==> src/rtl/mc_ctrl_fsm.sv <==
// rtl/mc_ctrl_fsm.sv - multi-cycle RISC-V control FSM with memory handshake,
// watchdog, illegal-opcode trap and retired-instruction counter.
module mc_ctrl_fsm #(
  parameter int CNT_W        = 32,
  parameter int MEM_TIMEOUT  = 16,
  parameter int ILLEGAL_HALT = 1,
  parameter int EN_UTYPE     = 1
) (
  input  logic             clk,
  input  logic             rst_n,
  input  logic [6:0]       op,
  input  logic [2:0]       funct3,
  input  logic             mem_ready,
  output logic             mem_req,
  output logic             pc_update,
  output logic             branch,
  output logic             adr_src,
  output logic             mem_write,
  output logic             ir_write,
  output logic             reg_write,
  output logic [1:0]       result_src,
  output logic [1:0]       alu_op,
  output logic [1:0]       alu_src_a,
  output logic [1:0]       alu_src_b,
  output logic [2:0]       imm_src,
  output logic             halted,
  output logic [1:0]       fault_code,
  output logic             retire,
  output logic [CNT_W-1:0] instret
);

  // Numbering of the first eleven states matches the fixed-latency controller.
  localparam logic [3:0] S_FETCH    = 4'd0;
  localparam logic [3:0] S_DECODE   = 4'd1;
  localparam logic [3:0] S_MEMADR   = 4'd2;
  localparam logic [3:0] S_MEMREAD  = 4'd3;
  localparam logic [3:0] S_MEMWB    = 4'd4;
  localparam logic [3:0] S_MEMWRITE = 4'd5;
  localparam logic [3:0] S_EXEC_R   = 4'd6;
  localparam logic [3:0] S_ALUWB    = 4'd7;
  localparam logic [3:0] S_EXEC_I   = 4'd8;
  localparam logic [3:0] S_JAL      = 4'd9;
  localparam logic [3:0] S_BRANCH   = 4'd10;
  localparam logic [3:0] S_LUI      = 4'd11;
  localparam logic [3:0] S_HALT     = 4'd12;

  localparam logic [6:0] OP_LW    = 7'b0000011;
  localparam logic [6:0] OP_SW    = 7'b0100011;
  localparam logic [6:0] OP_JALR  = 7'b1100111;
  localparam logic [6:0] OP_R     = 7'b0110011;
  localparam logic [6:0] OP_I     = 7'b0010011;
  localparam logic [6:0] OP_B     = 7'b1100011;
  localparam logic [6:0] OP_JAL   = 7'b1101111;
  localparam logic [6:0] OP_LUI   = 7'b0110111;
  localparam logic [6:0] OP_AUIPC = 7'b0010111;

  localparam logic [1:0] F_NONE    = 2'b00;
  localparam logic [1:0] F_ILLEGAL = 2'b01;
  localparam logic [1:0] F_TIMEOUT = 2'b10;

  localparam int WAIT_W = (MEM_TIMEOUT > 1) ? $clog2(MEM_TIMEOUT) : 1;

  logic [3:0]        state;
  logic [3:0]        state_next;
  logic [WAIT_W-1:0] wait_cnt;
  logic [1:0]        fault_next;
  logic              wd_hit;
  logic              mem_state;
  logic              utype_ok;

  logic mem_req_s, pc_update_s, branch_s, mem_write_s, ir_write_s;
  logic reg_write_s, retire_s;

  logic unused_funct3;
  assign unused_funct3 = ^funct3;

  assign utype_ok  = (EN_UTYPE != 0);
  assign mem_state = (state == S_FETCH) || (state == S_MEMREAD) || (state == S_MEMWRITE);
  assign wd_hit    = (MEM_TIMEOUT != 0) && !mem_ready &&
                     (wait_cnt == WAIT_W'(MEM_TIMEOUT - 1));

  always_comb begin
    state_next = state;
    fault_next = F_NONE;
    case (state)
      S_FETCH: begin
        if (mem_ready) begin
          state_next = S_DECODE;
        end else if (wd_hit) begin
          state_next = S_HALT;
          fault_next = F_TIMEOUT;
        end
      end
      S_DECODE: begin
        case (op)
          OP_LW, OP_SW, OP_JALR: state_next = S_MEMADR;
          OP_R:                  state_next = S_EXEC_R;
          OP_I:                  state_next = S_EXEC_I;
          OP_B:                  state_next = S_BRANCH;
          OP_JAL:                state_next = S_JAL;
          OP_LUI:                state_next = utype_ok ? S_LUI : S_HALT;
          OP_AUIPC:              state_next = utype_ok ? S_ALUWB : S_HALT;
          default:               state_next = S_HALT;
        endcase
        if (state_next == S_HALT) begin
          if (ILLEGAL_HALT != 0) begin
            fault_next = F_ILLEGAL;
          end else begin
            state_next = S_FETCH;
          end
        end
      end
      S_MEMADR: begin
        if (op == OP_JALR)  state_next = S_JAL;
        else if (op[5])     state_next = S_MEMWRITE;
        else                state_next = S_MEMREAD;
      end
      S_MEMREAD, S_MEMWRITE: begin
        if (mem_ready) begin
          state_next = (state == S_MEMREAD) ? S_MEMWB : S_FETCH;
        end else if (wd_hit) begin
          state_next = S_HALT;
          fault_next = F_TIMEOUT;
        end
      end
      S_MEMWB, S_ALUWB, S_BRANCH:    state_next = S_FETCH;
      S_EXEC_R, S_EXEC_I, S_LUI:     state_next = S_ALUWB;
      S_JAL:                         state_next = S_ALUWB;
      S_HALT:                        state_next = S_HALT;
      default:                       state_next = S_FETCH;
    endcase
  end

  always_ff @(posedge clk or negedge rst_n) begin
    if (!rst_n) begin
      state      <= S_FETCH;
      wait_cnt   <= '0;
      fault_code <= F_NONE;
      instret    <= '0;
    end else begin
      state <= state_next;
      if ((state_next != state) || mem_ready) begin
        wait_cnt <= '0;
      end else if (mem_state) begin
        wait_cnt <= wait_cnt + 1'b1;
      end
      if (fault_next != F_NONE) begin
        fault_code <= fault_next;
      end
      if (retire_s) begin
        instret <= instret + 1'b1;
      end
    end
  end

  always_comb begin
    mem_req_s   = 1'b0;
    pc_update_s = 1'b0;
    branch_s    = 1'b0;
    mem_write_s = 1'b0;
    ir_write_s  = 1'b0;
    reg_write_s = 1'b0;
    retire_s    = 1'b0;
    adr_src     = 1'b0;
    result_src  = 2'b00;
    alu_op      = 2'b00;
    alu_src_a   = 2'b00;
    alu_src_b   = 2'b00;
    case (state)
      S_FETCH: begin
        mem_req_s   = 1'b1;
        alu_src_b   = 2'b10;
        result_src  = 2'b10;
        ir_write_s  = mem_ready;
        pc_update_s = mem_ready;
      end
      S_DECODE: begin
        alu_src_a = 2'b01;
        alu_src_b = 2'b01;
      end
      S_MEMADR: begin
        alu_src_a = 2'b10;
        alu_src_b = 2'b01;
      end
      S_MEMREAD: begin
        mem_req_s = 1'b1;
        adr_src   = 1'b1;
      end
      S_MEMWB: begin
        result_src  = 2'b01;
        reg_write_s = 1'b1;
        retire_s    = 1'b1;
      end
      S_MEMWRITE: begin
        mem_req_s   = 1'b1;
        adr_src     = 1'b1;
        mem_write_s = 1'b1;
        retire_s    = mem_ready;
      end
      S_EXEC_R: begin
        alu_src_a = 2'b10;
        alu_op    = 2'b10;
      end
      S_EXEC_I: begin
        alu_src_a = 2'b10;
        alu_src_b = 2'b01;
        alu_op    = 2'b10;
      end
      S_LUI: begin
        alu_src_a = 2'b11;
        alu_src_b = 2'b01;
      end
      // PC takes the target held in ALUOut; ALUResult carries the link value.
      S_JAL: begin
        alu_src_a   = 2'b01;
        alu_src_b   = 2'b10;
        pc_update_s = 1'b1;
      end
      S_ALUWB: begin
        reg_write_s = 1'b1;
        retire_s    = 1'b1;
      end
      S_BRANCH: begin
        alu_src_a = 2'b10;
        alu_op    = 2'b01;
        branch_s  = 1'b1;
        retire_s  = 1'b1;
      end
      default: ;
    endcase
  end

  always_comb begin
    imm_src = 3'b000;
    case (op)
      OP_SW:            imm_src = 3'b001;
      OP_B:             imm_src = 3'b010;
      OP_JAL:           imm_src = 3'b011;
      OP_LUI, OP_AUIPC: imm_src = utype_ok ? 3'b100 : 3'b000;
      default:          imm_src = 3'b000;
    endcase
  end

  // Strobes are gated so they drop the instant reset is asserted.
  assign mem_req   = rst_n & mem_req_s;
  assign pc_update = rst_n & pc_update_s;
  assign branch    = rst_n & branch_s;
  assign mem_write = rst_n & mem_write_s;
  assign ir_write  = rst_n & ir_write_s;
  assign reg_write = rst_n & reg_write_s;
  assign retire    = rst_n & retire_s;
  assign halted    = (state == S_HALT);

endmodule

==> config.mk <==
export PLATFORM = sky130hd
export DESIGN_NAME = mc_ctrl_fsm
export DESIGN_NICKNAME = d
export VERILOG_FILES = /design/src/rtl/mc_ctrl_fsm.sv
export SDC_FILE = /design/constraint.sdc
export NUM_CORES = 1
export LEC_CHECK = 0
export ABC_CLOCK_PERIOD_IN_PS = 3100
export CAP_MARGIN = 10
export CORE_MARGIN = 2
export CORE_UTILIZATION = 36
export DETAILED_ROUTE_END_ITERATION = 8
export GPL_TIMING_DRIVEN = 0
export HOLD_SLACK_MARGIN = 0.12
export PLACE_DENSITY_LB_ADDON = 0.25
export SYNTH_ARGS = -nofsm -noshare
export SYNTH_HDL_FRONTEND = slang
export SYNTH_SLANG_ARGS = --single-unit
==> constraint.sdc <==
create_clock -name clk -period 3.1 [get_ports clk]
set_input_delay 0.775 -clock clk [delete_from_list [all_inputs] [get_ports clk]]
set_output_delay 0.775 -clock clk [all_outputs]
set_load 0.05 [all_outputs]
# [Word level (Yosys, flattened, before mapping)]
# Index checks and enable logic that the tools add are counted.
[word_totals] ff_bits=42 wordCells=85
[op_classes] addsub=2 eq_ne=24 n_mux=28 bitwise=7 n_reduce_logical=20
[ops] operator="adder 32 x 1 -> 32 bit, second input constant" n=1
[ops] operator="== test 4 bit, second input constant" n=7
[ops] operator="2-to-1 mux 4 bit" n=7
[ops] operator="case mux 4 bit (7 select lines)" n=1
[ops] operator="case mux 4 bit (6 select lines)" n=1
[ops] operator="== test 7 x 6 -> 1 bit, second input constant" n=3
[ops] operator="== test 7 bit, second input constant" n=3
[ops] operator="== test 4 x 3 -> 1 bit, second input constant" n=4
[ops] operator="case mux 2 bit (2 select lines)" n=4
[ops] operator="== test 7 x 5 -> 1 bit, second input constant" n=2
[ops] operator="case mux 3 bit (4 select lines)" n=1
[ops] operator="OR reduction 2 bit" n=6
[ops] operator="OR reduction 4 bit" n=3
[ops] operator="OR reduction 3 bit" n=3
[ops] operator="== test 4 x 2 -> 1 bit, second input constant" n=2
[ops] operator="bitwise AND 1 bit" n=7
[ops] operator="== test 7 x 2 -> 1 bit, second input constant" n=1
[ops] operator="2-to-1 mux 1 bit" n=7
[ops] operator="2-to-1 mux 3 bit" n=2
[ops] operator="case mux 2 bit (3 select lines)" n=1
[ops] operator="adder 4 x 1 -> 4 bit, second input constant" n=1
[ops] operator="== test 4 x 1 -> 1 bit, second input constant" n=1
[ops] operator="zero test 4 bit" n=1
[ops] operator="2-to-1 mux 2 bit" n=2
[ops] operator="6 further kinds" n=10

# [Logic depth before layout (Yosys ltp)]
# Gate-level depths: netlist of run 1.
[depth] word_depth=8 depth_mapped=8 depth_no_buf=7

# [Least setup slack after synthesis of run 1]
# Ideal clock, no wire load.
[synth_path] kind="reg-to-output" start="register state[1]" end="output pc_update" arrival_ns=3.359 required_time_ns=2.325 path_slack_ns=-1.034 path_stages_with_launch=5 cell_sequence="dfrtp_1 buf_2 buf_2 buf_1 a2111oi_0"
[synth_via] elab_chain_cells=3 word_cells_on_any_way=4 classes_between="eq/ne (1); mux (1); bitwise (1); reduce/logical (1)"
[synth_lines] item="from (decl)" line_no="63" text="logic [3:0] state;"
[synth_lines] item="from (signal assigned)" line_no="141" text="state <= state_next;"
[synth_lines] item="== test 4 bit / zero test 4 bit (equally long branches)" line_no="169" text="case (state)"
[synth_lines] item="case mux 1 bit (2 select lines) *" line_no="169"
[synth_lines] item="bitwise AND 1 bit *" line_no="246" text="assign pc_update = rst_n & pc_update_s;"
[synth_lines] item="to (decl)" line_no="15" text="output logic pc_update,"
# Mark *: on every way between the ends. The rest lies on a longest branch, timed or not.

# [Final worst setup path of run 1]
[layout_path] start="input mem_ready" end="output pc_update"
[layout_via] elab_chain_cells=2
[layout_lines] item="from (decl)" line_no="13" text="input logic mem_ready,"
[layout_lines] item="case mux 1 bit (2 select lines)" line_no="169"
[layout_lines] item="bitwise AND 1 bit" line_no="246"
# Every way passes these cells.

==> flow_summary.json, run 1 <==
{
  "status": "complete, no violations",
  "cp.arrival_ns": 2.26,
  "setup_viol": 0,
  "setup_tns_ns": 0,
  "portBuffers": 62,
  "async_flop_share_pct": 100.0,
  "layout_common_cells": "dfrtp_1, clkdlybuf4s50_1, nor2_1, xnor2_1, nand2_1",
  "dr_total_vias": 2343,
  "worstMarginPinSlew_ns": 0.5220,
  "grt_max_degree": 27,
  "fin_crit_ns": 3.034,
  "pwr-share-seq_pct": 25.2,
  "wl_mm": 6.343,
  "muxShareOfSynthArea_pct": 1.228,
  "insertion_delay_ns": 0.29,
  "hold_viol_final": 0,
  "grt_pass1_wl_mm": 11.21,
  "area_growth_pct": 32.67,
  "drv_slew": 0,
  "synth_adder_area_share_pct": 0.9443,
  "clk_pin_slew_worst_paths_ns": 0.08,
  "fin_crit_sh_pct": 97.88,
  "antenna_found_initial": 0,
  "max_slew_margin_pct": 65.09,
  "diodes": 0,
  "root_buffer": "clkbuf_8",
  "rows": 31,
  "synth-edff-count": 0,
  "cp-start-kind": "primary input",
  "ys_ff_latch": 42,
  "final_nets": 373,
  "critPathMaxFanout": 6,
  "avgViaCountPerCell": 5.116,
  "synth_cells": 288,
  "worst_ep_required_time_ns": 2.32,
  "maxCapViolCount": 0,
  "rsz0062_at_grt": "no",
  "p_leak_nw": 1.557,
  "wl_per_cell_um": 13.85,
  "layout-drive-gt1-share_pct": 12.53,
  "drtPass1Iterations": 4,
  "grt_pass1_vias": 2303,
  "seq_area_frac_synth_pct": 39.66,
  "ant_nets": 0,
  "die_x_um": 89.80,
  "place_congestion": 0.9194,
  "p_int_mw": 1.423,
  "die_y_um": 89.80,
  "synth_area_mm2": 0.002650,
  "ys_warn_count": 0,
  "worst-setup-path-type": "primary input to output pin",
  "switching_share_pct": 49.04,
  "tritoncts": "yes",
  "core_mm2": 0.007176,
  "dp_hpwl_mm": 4.690,
  "cts_buffers": 5,
  "timing.hold.ws_ns": 0.3948,
  "fmax_ghz": 0.3296,
  "yosysUniqueCellTypes": 62,
  "synthXorXnorAreaFrac_pct": 13.22,
  "vdd.ir_drop.worst_uv": 266.3,
  "cts_sinks": 42,
  "postCtsSetupBuffers": 0,
  "p_clk_share_pct": 15.0,
  "track_usage_pct": 16.23,
  "switchingPower_mw": 1.369,
  "setup_slack_ns": 0.06578,
  "drc": 0,
  "synthesis.nets": 303,
  "h-tree-depth": 2,
  "syn_area_per_cell_um2": 9.202,
  "min_path_type": "primary input to async pin",
  "synth-simple-area-share_pct": 29.18,
  "placed_area_mm2": 0.003428,
  "power_density_mw_per_mm2": 794.2,
  "ioPinCount": 67,
  "worst_setup_path_end_kind": "output pin",
  "drt-initial-drc-count": 130,
  "start_util_pct": 36.93,
  "die-area_mm2": 0.008063,
  "fin_area_mm2": 0.003516,
  "max-clock-path-buffers": 2,
  "synth_ff_type": "dfrtp_1",
  "grt_overflow": 0,
  "comb_power_share_pct": 59.9,
  "synth_top_family_by_area": "simple AND/OR/NAND/NOR gates",
  "place_ws_ns": -0.4816,
  "clock-skew-final_ns": 0.004945,
  "synth_compound_area_share_pct": 11.43
}
==> state kept, by name, summed over array words and instances, names as in the netlist <==
name,cells
state,4
fault_code,2
instret,32
wait_cnt,4
==> layer usage <==
layer  wire [µm]  vias to the layer above  GRT usage (%)
met3         340                        7          3.521
met4          63                        0          3.846
li1            -                     1153              -
met2        2845                       76          25.25
met5           0                        -              0
met1        3093                     1107          23.20
==> worst paths after layout <==
| path | from | endpoint | slack [ns] | cells past startpoint |
|---|---|---|---|---|
| worst min register to register | instret[5] | instret[5] | 0.49 | 1 |
| worst max register to register | state[3] | wait_cnt[0] | 0.98 | 7 |
| max in group asynchronous | rst_n | state[3] | 2.28 | 2 |
| worst min-delay path | rst_n | instret[17] | 0.39 | 1 |
| worst max-delay path | mem_ready | pc_update | 0.07 | 4 |
| min in group clk | instret[5] | instret[5] | 0.49 | 1 |
==> cell usage after synthesis (all sizes together), types with 3 or more instances <==
library cell  number  area [µm²]
a21oi             10       61.31
and2               3       18.77
and3              10       62.56
buf               12       77.57
dfrtp             42        1051
inv                8       30.03
nand2             23       88.84
nand2b             4       32.53
nand3             14       70.07
nand4             10       68.81
nor2              26       97.59
nor2b              9       56.30
nor3              15       75.07
nor3b              3       22.52
o21ai              9       45.04
or3                5       31.28
xnor2             23       201.4
xor2              17       148.9
==> cells by family after synthesis <==
kind of cell | after synthesis
simple gates | 139
flops | 42
compound gates | 40
xor+xnor | 40
buf+inv | 22
mux | 3
fa+ha+maj | 2
==> metrics by stage <==
step	std cells	total power, mW	util (%)
final	458	2.792	49.00
after global routing	458	2.975	49.00
after CTS	458	2.812	49.17
after detailed placement	450	2.437	47.78
after global placement	449	2.425	47.57
after floorplan	288	1.966	-
==> power by group through the flow <==
stage               clock [mW]  sequential, mW  combinational [mW]
finish                   0.418           0.703                1.67
global route             0.462           0.717                1.80
CTS                      0.438           0.704                1.67
detailed placement           0           0.715                1.72
global placement             0           0.712                1.71
floorplan                    0           0.834                1.13
==> timing repair <==
item                       CTS  global route
cloned                       0             0
hold buffers                 0             0
resized for setup           38            14
hold endpoints to repair     0             0
setup endpoints to repair   18            12
==> layout make-up <==
| type | count | area (µm²) |
|---|---|---|
| Clock buffer | 7 | 76.32 |
| Clock inverter | 1 | 30.03 |
| Sequential cell | 42 | 1051 |
| Buffer | 14 | 87.58 |
| Timing Repair Buffer | 63 | 603.1 |
| Multi-Input combinational cell | 224 | 1514 |
| Fill cell | 715 | 3660 |
| Inverter | 8 | 30.03 |
| Tap cell | 99 | 123.9 |
==> worst max-delay path, cell delays in order <==
cell and delay [ns]:
clkdlybuf4s50_1 0.59, nand2_1 0.10, a2111oi_2 0.36, clkdlybuf4s15_2 0.43
(Power assumes the default switching activity.)
==> inputs of run 2 (changes only) <==
ABC_CLOCK_PERIOD_IN_PS = 3000   (was 3100)
clock period = 3 ns   (was 3.1 ns; I/O delays follow)
==> run 2 against run 1 <==
  * Flip-flop and latch count stayed put
  * Register-to-register slack lost 0.09 ns
  * First-iteration DRC count grew 7.7%
  * Non-clock buffer count unchanged
  * Clock power up 3%
  * Clock skew hardly changed
  * Setup slack better by 0.020 ns
  * Count of clock-buffer cells in the layout did not move
==> flow_summary.json, run 2 (synthesized netlist as in run 1, its figures left out) <==
{
  "status": "complete, no violations",
  "ant_nets": 0,
  "clock-skew-final_ns": 0.004582,
  "p_clk_share_pct": 14.9,
  "maxCapViolCount": 0,
  "rsz0062_at_grt": "no",
  "pwr-share-seq_pct": 25.1,
  "cts_buffers": 5,
  "core_mm2": 0.007176,
  "antenna_found_initial": 0,
  "worst_ep_required_time_ns": 2.25,
  "top_layer_used": "met4",
  "placed_area_mm2": 0.003428,
  "area_growth_pct": 32.96,
  "wl_mm": 6.357,
  "comb_power_share_pct": 59.9,
  "cts_sinks": 42,
  "power.total_mw": 2.892,
  "die_x_um": 89.80,
  "dr_total_vias": 2340,
  "worst-setup-path-type": "primary input to output pin",
  "wl_per_cell_um": 13.88,
  "fin_cells": 458,
  "drtPass1Iterations": 4,
  "grt_pass1_vias": 2303,
  "start_util_pct": 36.93,
  "cp.arrival_ns": 2.16,
  "top_regs": "instret (32), state (4), wait_cnt (4)",
  "fin_crit_sh_pct": 97.15,
  "r2r_cells": 7,
  "rows": 31,
  "die-area_mm2": 0.008063,
  "critPathMaxFanout": 2,
  "die_y_um": 89.80,
  "switchingPower_mw": 1.417,
  "fin_crit_ns": 2.915,
  "p_int_mw": 1.475,
  "dp_hpwl_mm": 4.690,
  "mostFrequentLayoutCell": "dfrtp_1",
  "cp-start-kind": "primary input",
  "crit_start": "op[4]",
  "diodes": 0,
  "reg2reg_from": "state[3]",
  "place_ws_ns": -0.5316,
  "largest_reg_flops": 32,
  "timing.hold.ws_ns": 0.3375,
  "fin_area_mm2": 0.003523,
  "min_path_type": "primary input to async pin",
  "fmax_ghz": 0.3431,
  "worst_setup_path_end_kind": "output pin",
  "avgViaCountPerCell": 5.109,
  "final_nets": 373,
  "power_density_mw_per_mm2": 820.7,
  "portBuffers": 62,
  "max_slew_margin_pct": 65.09,
  "root_buffer": "clkbuf_8",
  "ioPinCount": 67,
  "hold_viol_final": 0,
  "layout-drive-gt1-share_pct": 13.09,
  "post-place-cells": 450,
  "tritoncts": "yes",
  "wl_met1_mm": 3.089,
  "place_congestion": 0.9194,
  "r2r_setup_slack_ns": 0.89,
  "postCtsSetupBuffers": 0,
  "h-tree-depth": 2,
  "grt_overflow": 0,
  "worstMarginPinSlew_ns": 0.5220,
  "regToRegEndpoint": "wait_cnt[0]",
  "track_usage_pct": 16.23,
  "grt_max_degree": 27,
  "cts_hold_buffers": 0,
  "setup_slack_ns": 0.08540,
  "wl_met3_um": 333,
  "p_leak_nw": 1.543,
  "grt_pass1_wl_mm": 11.21,
  "insertion_delay_ns": 0.29,
  "setup_tns_ns": 0,
  "dr_wl_met2_mm": 2.870,
  "setup_viol": 0,
  "max-clock-path-buffers": 2,
  "drv_slew": 0,
  "switching_share_pct": 48.99,
  "top_register": "instret",
  "drt-initial-drc-count": 140,
  "vdd.ir_drop.worst_uv": 275.3,
  "drc": 0,
  "layout_common_cells": "dfrtp_1, clkdlybuf4s50_1, nor2_1, xnor2_1, nand2_1",
  "fin_util_pct": 49.10,
  "clk_pin_slew_worst_paths_ns": 0.07
}
run 2: cell types whose count changed in the layout (fill, tap and decap cells not counted), sizes merged:
cell / delta
clkdlybuf4s15: +3
dlygate4sd2: -3
clkdlybuf4s18: +1
clkdlybuf4s50: -1
run 2: cell type report:
type | count | area [µm²]
Buffer | 14 | 87.58
Clock buffer | 7 | 76.32
Clock inverter | 1 | 30.03
Fill cell | 711 | 3652
Inverter | 8 | 30.03
Multi-Input combinational cell | 224 | 1514
Sequential cell | 42 | 1051
Tap cell | 99 | 123.9
Timing Repair Buffer | 63 | 610.6
run 2: how the worst max path moves through the flow:
| stage | endpoint | cells after the start | slack [ns] |
|---|---|---|---|
| finish | imm_src[2] | 4 | 0.09 |
| global route | imm_src[1] | 5 | 0.002 |
| CTS | pc_update | 4 | 0.002 |
| detailed placement | imm_src[1] | 5 | -0.53 |
| global placement | pc_update | 4 | -2.17 |
| floorplan | ir_write | 4 | -0.08 |
run 2: power by group through the flow:
stage	Combinational [mW]	Sequential (mW)	Clock [mW]
after global placement	1.77	0.735	0
after floorplan	1.17	0.862	0
after CTS	1.73	0.728	0.453
after global routing	1.86	0.741	0.478
after detailed placement	1.78	0.739	0
final	1.73	0.726	0.432
run 2: critical path, stage by stage:
cell             delay [ns]
clkdlybuf4s50_1        0.47
or3b_2                 0.47
nor2_1                 0.10
clkdlybuf4s15_2        0.37
run 2: repair_timing:
item / 4_1_cts / 5_1_grt
setup endpoints to repair: 19 / 13
cloned: 0 / 0
resized for setup: 47 / 15
pin swaps: 0 / 0
run 2: layer usage:
layer  vias to the layer above  GRT usage (%)
li1                       1154              -
met1                      1108          23.20
met2                        71          25.25
met3                         7          3.521
met4                         0          3.846
met5                         -              0
==> inputs of run 3 (changes only) <==
SLEW_MARGIN = 20   (was not set)
==> results of run 3 <==
Final layout, timing and power as in run 2 (identical DEF).
